File: config.mk
export PLATFORM = sky130hd
export DESIGN_NAME = cmos_sync_decoder_param
export DESIGN_NICKNAME = d
export VERILOG_FILES = /design/src/rtl/cmos_sync_decoder_param.sv
export SDC_FILE = /design/constraint.sdc
export NUM_CORES = 1
export LEC_CHECK = 0
export BUFFER_PORTS_ARGS = -buffer_cell sky130_fd_sc_hd__buf_2
export CAP_MARGIN = 0
export CORE_MARGIN = 2
export CORE_UTILIZATION = 54
export CTS_CLUSTER_DIAMETER = 150
export DETAILED_ROUTE_END_ITERATION = 7
export HOLD_SLACK_MARGIN = 0.05
export PLACE_DENSITY = 0.8
export SYNTH_ARGS = -nofsm -noshare
export SYNTH_HDL_FRONTEND = slang
export SYNTH_SLANG_ARGS = --single-unit
export TNS_END_PERCENT = 20
File: constraint.sdc
create_clock -name i_clk -period 3.4 [get_ports i_clk]
set_input_delay 1.02 -clock i_clk [delete_from_list [all_inputs] [get_ports i_clk]]
set_output_delay 1.02 -clock i_clk [all_outputs]
set_load 0.03 [all_outputs]
File: src/rtl/cmos_sync_decoder_param.sv
// Embedded-sync decoder: finds ones/zero/zero/code sequences in a sensor word stream,
// tracks frame/line state, strips sync words and counts pixels and lines.
module cmos_sync_decoder_param #(
    parameter int unsigned DW = 12,
    parameter int unsigned CW = 16
) (
    input  logic          i_clk,
    input  logic          i_rstn,
    input  logic          i_dvld,
    input  logic [DW-1:0] i_data,
    input  logic [DW-1:0] i_code_fs,
    input  logic [DW-1:0] i_code_fe,
    input  logic [DW-1:0] i_code_ls,
    input  logic [DW-1:0] i_code_le,
    input  logic [CW-1:0] i_exp_pix,
    output logic          o_fvld,
    output logic          o_lvld,
    output logic          o_dvld,
    output logic [DW-1:0] o_data,
    output logic [CW-1:0] o_pix_cnt,
    output logic [CW-1:0] o_line_cnt,
    output logic          o_err_len,
    output logic          o_err_seq
);

    localparam logic [DW-1:0] ONES    = {DW{1'b1}};
    localparam logic [CW-1:0] CNT_MAX = {CW{1'b1}};

    typedef enum logic [1:0] {
        IDLE  = 2'd0,
        FRAME = 2'd1,
        LINE  = 2'd2
    } state_t;

    state_t        state_q;
    logic [DW-1:0] d0_q, d1_q, d2_q, d3_q;
    logic [3:0]    tag_q;
    logic          prev_t3_q;
    logic          fvld_q, lvld_q, dvld_q, err_len_q, err_seq_q;
    logic [DW-1:0] data_q;
    logic [CW-1:0] pix_cnt_q, line_cnt_q;

    logic pre_ok, hit;
    logic det_fs, det_fe, det_ls, det_le, det_any;
    logic clr_pre, tag_in;

    // Code detection on the accepted word; FS > FE > LS > LE when codes alias
    assign pre_ok  = (d2_q == ONES) && (d1_q == '0) && (d0_q == '0);
    assign hit     = i_dvld && pre_ok;
    assign det_fs  = hit && (i_data == i_code_fs);
    assign det_fe  = hit && (i_data == i_code_fe) && !det_fs;
    assign det_ls  = hit && (i_data == i_code_ls) && !det_fs && !det_fe;
    assign det_le  = hit && (i_data == i_code_le) && !det_fs && !det_fe && !det_ls;
    assign det_any = det_fs || det_fe || det_ls || det_le;

    // Any line-terminating code retroactively untags its three preamble words
    assign clr_pre = (state_q == LINE) && (det_le || det_fe || det_fs);
    assign tag_in  = (state_q == LINE) && !det_any;

    always_ff @(posedge i_clk or negedge i_rstn) begin
        if (!i_rstn) begin
            state_q    <= IDLE;
            d0_q       <= '0;
            d1_q       <= '0;
            d2_q       <= '0;
            d3_q       <= '0;
            tag_q      <= '0;
            prev_t3_q  <= 1'b0;
            fvld_q     <= 1'b0;
            lvld_q     <= 1'b0;
            dvld_q     <= 1'b0;
            data_q     <= '0;
            pix_cnt_q  <= '0;
            line_cnt_q <= '0;
            err_len_q  <= 1'b0;
            err_seq_q  <= 1'b0;
        end else begin
            dvld_q    <= 1'b0;
            err_len_q <= 1'b0;
            err_seq_q <= 1'b0;
            if (i_dvld) begin
                d0_q      <= i_data;
                d1_q      <= d0_q;
                d2_q      <= d1_q;
                d3_q      <= d2_q;
                tag_q     <= {tag_q[2:0] & {3{~clr_pre}}, tag_in};
                data_q    <= d3_q;
                dvld_q    <= tag_q[3];
                prev_t3_q <= tag_q[3];

                // Output-side line tracking: a tagged word extends the line, the first untagged one closes it
                if (tag_q[3]) begin
                    lvld_q <= 1'b1;
                    if (!prev_t3_q) begin
                        pix_cnt_q <= CW'(1);
                    end else if (pix_cnt_q != CNT_MAX) begin
                        pix_cnt_q <= pix_cnt_q + CW'(1);
                    end
                end else if (prev_t3_q) begin
                    lvld_q <= 1'b0;
                    if (line_cnt_q != CNT_MAX) begin
                        line_cnt_q <= line_cnt_q + CW'(1);
                    end
                    if ((i_exp_pix != '0) && (pix_cnt_q != i_exp_pix)) begin
                        err_len_q <= 1'b1;
                    end
                end

                // Frame/line state machine; a frame (re)start overrides the line-close count
                case (state_q)
                    IDLE: begin
                        if (det_fs) begin
                            state_q    <= FRAME;
                            fvld_q     <= 1'b1;
                            line_cnt_q <= '0;
                        end else if (det_any) begin
                            err_seq_q <= 1'b1;
                        end
                    end
                    FRAME: begin
                        if (det_fs) begin
                            err_seq_q  <= 1'b1;
                            line_cnt_q <= '0;
                        end else if (det_fe) begin
                            state_q <= IDLE;
                            fvld_q  <= 1'b0;
                        end else if (det_ls) begin
                            state_q <= LINE;
                        end else if (det_le) begin
                            err_seq_q <= 1'b1;
                        end
                    end
                    LINE: begin
                        if (det_fs) begin
                            err_seq_q  <= 1'b1;
                            state_q    <= FRAME;
                            line_cnt_q <= '0;
                        end else if (det_fe) begin
                            err_seq_q <= 1'b1;
                            state_q   <= IDLE;
                            fvld_q    <= 1'b0;
                        end else if (det_ls) begin
                            err_seq_q <= 1'b1;
                        end else if (det_le) begin
                            state_q <= FRAME;
                        end
                    end
                    default: begin
                        state_q <= IDLE;
                        fvld_q  <= 1'b0;
                    end
                endcase
            end
        end
    end

    assign o_fvld     = fvld_q;
    assign o_lvld     = lvld_q;
    assign o_dvld     = dvld_q;
    assign o_data     = data_q;
    assign o_pix_cnt  = pix_cnt_q;
    assign o_line_cnt = line_cnt_q;
    assign o_err_len  = err_len_q;
    assign o_err_seq  = err_seq_q;

endmodule

---- Word level (Yosys, flattened, before mapping) ----
Index checks and enable logic that the tools add are counted.
Widths: inputs -> output; s select.
word-level totals
  register bits after elaboration ......... 104
  bits in latches ......................... 0
  memory bits (writable) .................. 0
  ROM bits ................................ 0
  bits of input ports ..................... 79
  output and inout bits ................... 49
  memories kept ........................... 0
cells by class
  add/sub/neg operators ................... 2
  $mul .................................... 0
  div/mod/pow operators ................... 0
  magnitude comparators ................... 0
  equal/unequal tests ..................... 18
  shift operators ......................... 0
  multiplexer cells ....................... 38
  bitwise logic cells ..................... 2
  reduce and logical (&&, ||, !) cells .... 36
operator list
  kind                   number
  $mux 16                7
  $eq 12x12->1           4
  $add 16x1->16 const B  2
  $ne 16x16->1 const B   2
  $logic_not 12->1       2
  $mux 1                 20
  $logic_and 1x1->1      16
  $mux 2                 8
  $ne 16x16->1           1
  $reduce_bool 16->1     1
  $eq 12x12->1 const B   1
  $ne 4x4->1 const B     2
  $ne 2x2->1 const B     3
  $pmux 2 s3             1
  $reduce_and 6->1       1
  $logic_or 1x1->1       5
  $logic_not 1->1        4
  $ne 2x1->1 const B     2
  $reduce_and 4->1       1
  $and 3x3->3            1
  $ne 3x3->1 const B     1
  $pmux 1 s3             1
  $reduce_and 3->1       1
  $reduce_or 3->1        1
  other kinds (8)        8

---- Logic depth before layout (Yosys ltp) ----
  word-level depth ........................ 17
  mapped depth ............................ 9
  mapped depth without buffers ............ 8

---- Least setup slack after synthesis ----
Ideal clock, no wire load.
  kind .................................... reg-to-reg
  start point ............................. reg d1_q[1]
  end point ............................... reg state_q[0]
  setup time .............................. 0.125 ns
  arrival time ............................ 2.752 ns
  data required time ...................... 3.275 ns
  setup slack ............................. 0.523 ns
  stages on the path, launching flop included .. 9
  path buffers ............................ 1
  path through ............................ dfrtp_1 or4_1 or4_1 or4_1 buf_2 nand2b_1 o21ai_1 o2111a_2 mux2_4
on the way
  cells in the longest elaborated chain, start to end .. 13
ends and longest elaborated chain
  what                               line        RTL
  start, declared                    36          logic [DW-1:0] d0_q, d1_q, d2_q, d3_q;
  start signal, assigned             83          d1_q <= d0_q;
  $logic_not 12->1 *                 48          assign pre_ok = (d2_q == ONES) && (d1_q == '0) && (d0_q == '0);
  $logic_and 1x1->1 * (2 in series)  48
  $logic_and 1x1->1 *                49          assign hit = i_dvld && pre_ok;
  $logic_and 1x1->1                  50          assign det_fs = hit && (i_data == i_code_fs);
  $logic_not 1->1                    51, 52, 53
  $logic_and 1x1->1                  51          assign det_fe = hit && (i_data == i_code_fe) && !det_fs;
  $logic_not 1->1                    52, 53
  $logic_and 1x1->1                  52          assign det_ls = hit && (i_data == i_code_ls) && !det_fs && !det_fe;
  $logic_not 1->1                    53          assign det_le = hit && (i_data == i_code_le) && !det_fs && !det_fe && !det_ls;
  $logic_and 1x1->1                  53
  $ne 4x4->1 (no line)               --
  $reduce_and 6->1 (no line)         --
  end signal, assigned               62          state_q <= IDLE;
  end signal, assigned               113         state_q <= FRAME;
  end signal, assigned               125         state_q <= IDLE;
  end, declared                      35          state_t state_q;
Every way passes the cells marked *; elsewhere a longest branch is shown, timed or not. The select of a mux whose other input is x is not followed.
A chain may end at the register's enable or synchronous reset.

---- Worst setup path after layout ----
Ends and elaborated chain as after synthesis.

==> results.yml <==
outcome:
  status: "finished, final reports clean"
synthesis:
  yosysUniqueCellTypes: 47
  yosys_warnings: 0
  avgSynthCellArea_um2: 10.9
  synthTopCellsByArea: "dfrtp_1, mux2_2, xor2_1, xnor2_1, nor4_1"
  syn_inst: 489
  yosys.area_share.xor_xnor_pct: 13.7
  synth-adder-area-share_pct: 1.41
  synthMuxAreaShare_pct: 13.1
  synth_compound_area_share_pct: 5.36
  ys_seq_area_share_pct: 48.9
  synth_top_area_cell: "dfrtp_1"
  yosys.area_share.simple_pct: 14.8
  ys_seq_elements: 104
  netlist_area_um2: 5320
  synthesis.nets: 574
  synth_top_area_share_pct: 48.9
  synth_top_family_by_area: "simple AND/OR/NAND/NOR gates"
placed_design:
  place_inst: 729
  hpwl_mm: 8.62
  port_buffers: 127
  gp_congestion: 0.909
grt:
  grt_pass1_vias: 3901
  globalRouteOverflowTotal: 0
  grt_first_pass_wirelength_mm: 18.5
  grt_usage_pct: 22.3
  grt_start_max_net_pins: 63
  grt_antenna_before_repair: 0
route:
  vias: 4104
  wl_per_cell_um: 15.4
  viasPerCell: 5.51
  drc: 0
  antenna_left: 0
  first_pass_iters: 4
  drt_wl_total_mm: 11.5
  drtIter0Drc: 151
power_and_ir_drop:
  p_per_area_nw_per_um2: 482
  vdd_drop_max_uv: 277
  p_leak_uw: 0.00297
  power.total_uw: 3020
critical_path:
  crit_type: "flop to flop"
  arrival_ns: 3.35
  worstSetupEndpointType: "flop"
  cp.required_ns: 3.64
  rrSetupSlack_ns: 0.30
  crit_fanout: 7
  critPathLaunchType: "flop"
die:
  pin_count: 128
  die_w_um: 103
  initial_core_util_pct: 55.0
  die_area_um2: 10700
  rows: 36
  fp.dieH_um: 103
  coreArea_um2: 9680
timing:
  hold_violations: 0
  finalSetupViolations: 0
  holdWs_ns: 0.505
  fin_crit_sh_pct: 91.3
  tightest_slew_ns: 0.731
  maxSlewViolCount: 0
  fin_tns_setup_ns: 0
  relSlewSlack_pct: 51.3
  fmax_ghz: 0.322
  rsz0062_at_grt: "false"
  fin_skew_ns: 0.0193
  fin_crit_ns: 3.10
cts:
  clkTransAtPathRegs_ns: 0.10
  cts_setup_buffers: 0
  cts_resized: 0
  cts_buffers: 9
  ctsHtreeMaxLevel: 3
  insertion_delay_ns: 0.37
  root_buffer: "clkbuf_8"
  clockBufferDepth: 2
  cts_tree: "built"
  cts_sinks: 104
  hold_buffers: 0
cells_and_area:
  n_antenna_cell: 0
  fin_cells: 745
  fin_util_pct: 64.7
  drive_gt1_share_pct: 35.3
  area_delta_synth_final_pct: 17.7
  nets: 692
  fillers: 753
job:
  maxCapViolations: 0
min_path:
  hold_class: "flop to flop"
[worst max-delay path, stage by stage (launching register included)]
cell	delay, ns
dfrtp_1	0.40
or4_1	0.52
or4_1	0.48
or4_1	0.66
nand2b_1	0.22
o21ai_1	0.16
o2111a_2	0.25
mux2_4	0.30
[kinds of logic after synthesis]
group,after synthesis
simple gates,152
compound gates,45
fa+ha+maj,6
buf+inv,37
flops,104
mux,62
xor+xnor,83
[stage by stage]
step | area, µm² | worst slack (ns)
after floorplan | 5320 | 0.523
after global placement | 6080 | 0.414
after detailed placement | 6080 | 0.342
after CTS | 6270 | 0.315
after global routing | 6270 | 0.176
final | 6270 | 0.297
[routing by layer]
layer	vias up	track usage, %	routed length, µm	part of all wire [%]
met5	-	0	0	0
met3	11	3.76	548	4.8
met4	0	6.17	131	1.1
li1	1942	-	-	-
met2	159	39.1	5770	50
met1	1992	28.7	5040	44
[power breakdown]
group	switching (µW)	internal [µW]	leakage, µW
registers	146	1420	0.00129
clock network	438	298	0.0000963
logic	417	300	0.00158
[Yosys cell counts (all sizes together)]
library cell / count
dfrtp: 104
xor2: 67
mux2: 60
nor2: 33
nand2: 32
clkbuf: 23
nor4: 21
o21ai: 19
xnor2: 16
nand4: 15
nand3: 14
a21oi: 10
inv: 10
nor3: 8
and3: 7
ha: 6
or3: 4
a22o: 3
and2: 3
buf: 3
or4: 3
a41oi: 2
and2b: 2
and4: 2
mux2i: 2
nand2b: 2
nand4b: 2
o21a: 2
or2: 2
a211o: 1
a211oi: 1
a31oi: 1
a41o: 1
clkinv: 1
o2111a: 1
o211a: 1
o22a: 1
o31ai: 1
o41ai: 1
or3b: 1
or4b: 1
[cell type report]
class | count | area, µm² | share of cell area [%]
multi-input combinational | 348 | 2570 | 41.0
timing repair buffer | 133 | 696 | 11.1
inverter | 11 | 41.3 | 0.659
sequential | 104 | 2600 | 41.5
tap | 133 | 166 | 2.65
clock inverter | 6 | 52.6 | 0.838
clock buffer | 10 | 138 | 2.20
[registers in the layout (all words and copies together) (netlist names)]
name	flops
o_fvld	1
d0_q	12
o_lvld	1
tag_q	4
o_pix_cnt	16
o_data	12
d3_q	12
d2_q	12
o_line_cnt	16
o_dvld	1
o_err_len	1
state_q	2
prev_t3_q	1
d1_q	12
o_err_seq	1
[final timing paths]
path / startpoint / endpoint / cells past startpoint
max in group asynchronous: i_rstn / o_pix_cnt[15] / 2
setup / recovery: d1_q[1] / state_q[0] / 7
min in group asynchronous: i_rstn / o_line_cnt[4] / 1
hold reg to reg: tag_q[0] / tag_q[1] / 1
setup reg to reg: d1_q[1] / state_q[0] / 7
hold / removal: tag_q[0] / tag_q[1] / 1
[layout by cell type (no fill, tap or decap), types with 3 or more instances in the layout]
cell type,synthesis,routed
buf_2,2,126
dfrtp_1,104,104
xor2_1,67,67
mux2_2,59,59
nor2_1,33,33
nand2_1,32,32
nor4_1,21,21
o21ai_0,18,18
xnor2_1,16,16
nand4_1,15,15
nand3_1,14,14
inv_1,10,10
a21oi_1,10,10
clkbuf_8,0,10
nor3_1,8,8
and3_1,7,7
ha_1,6,6
buf_4,0,6
or4_1,3,3
a22o_1,3,3
and2_1,3,3
or3_1,3,3
(Power assumes the default switching activity.)
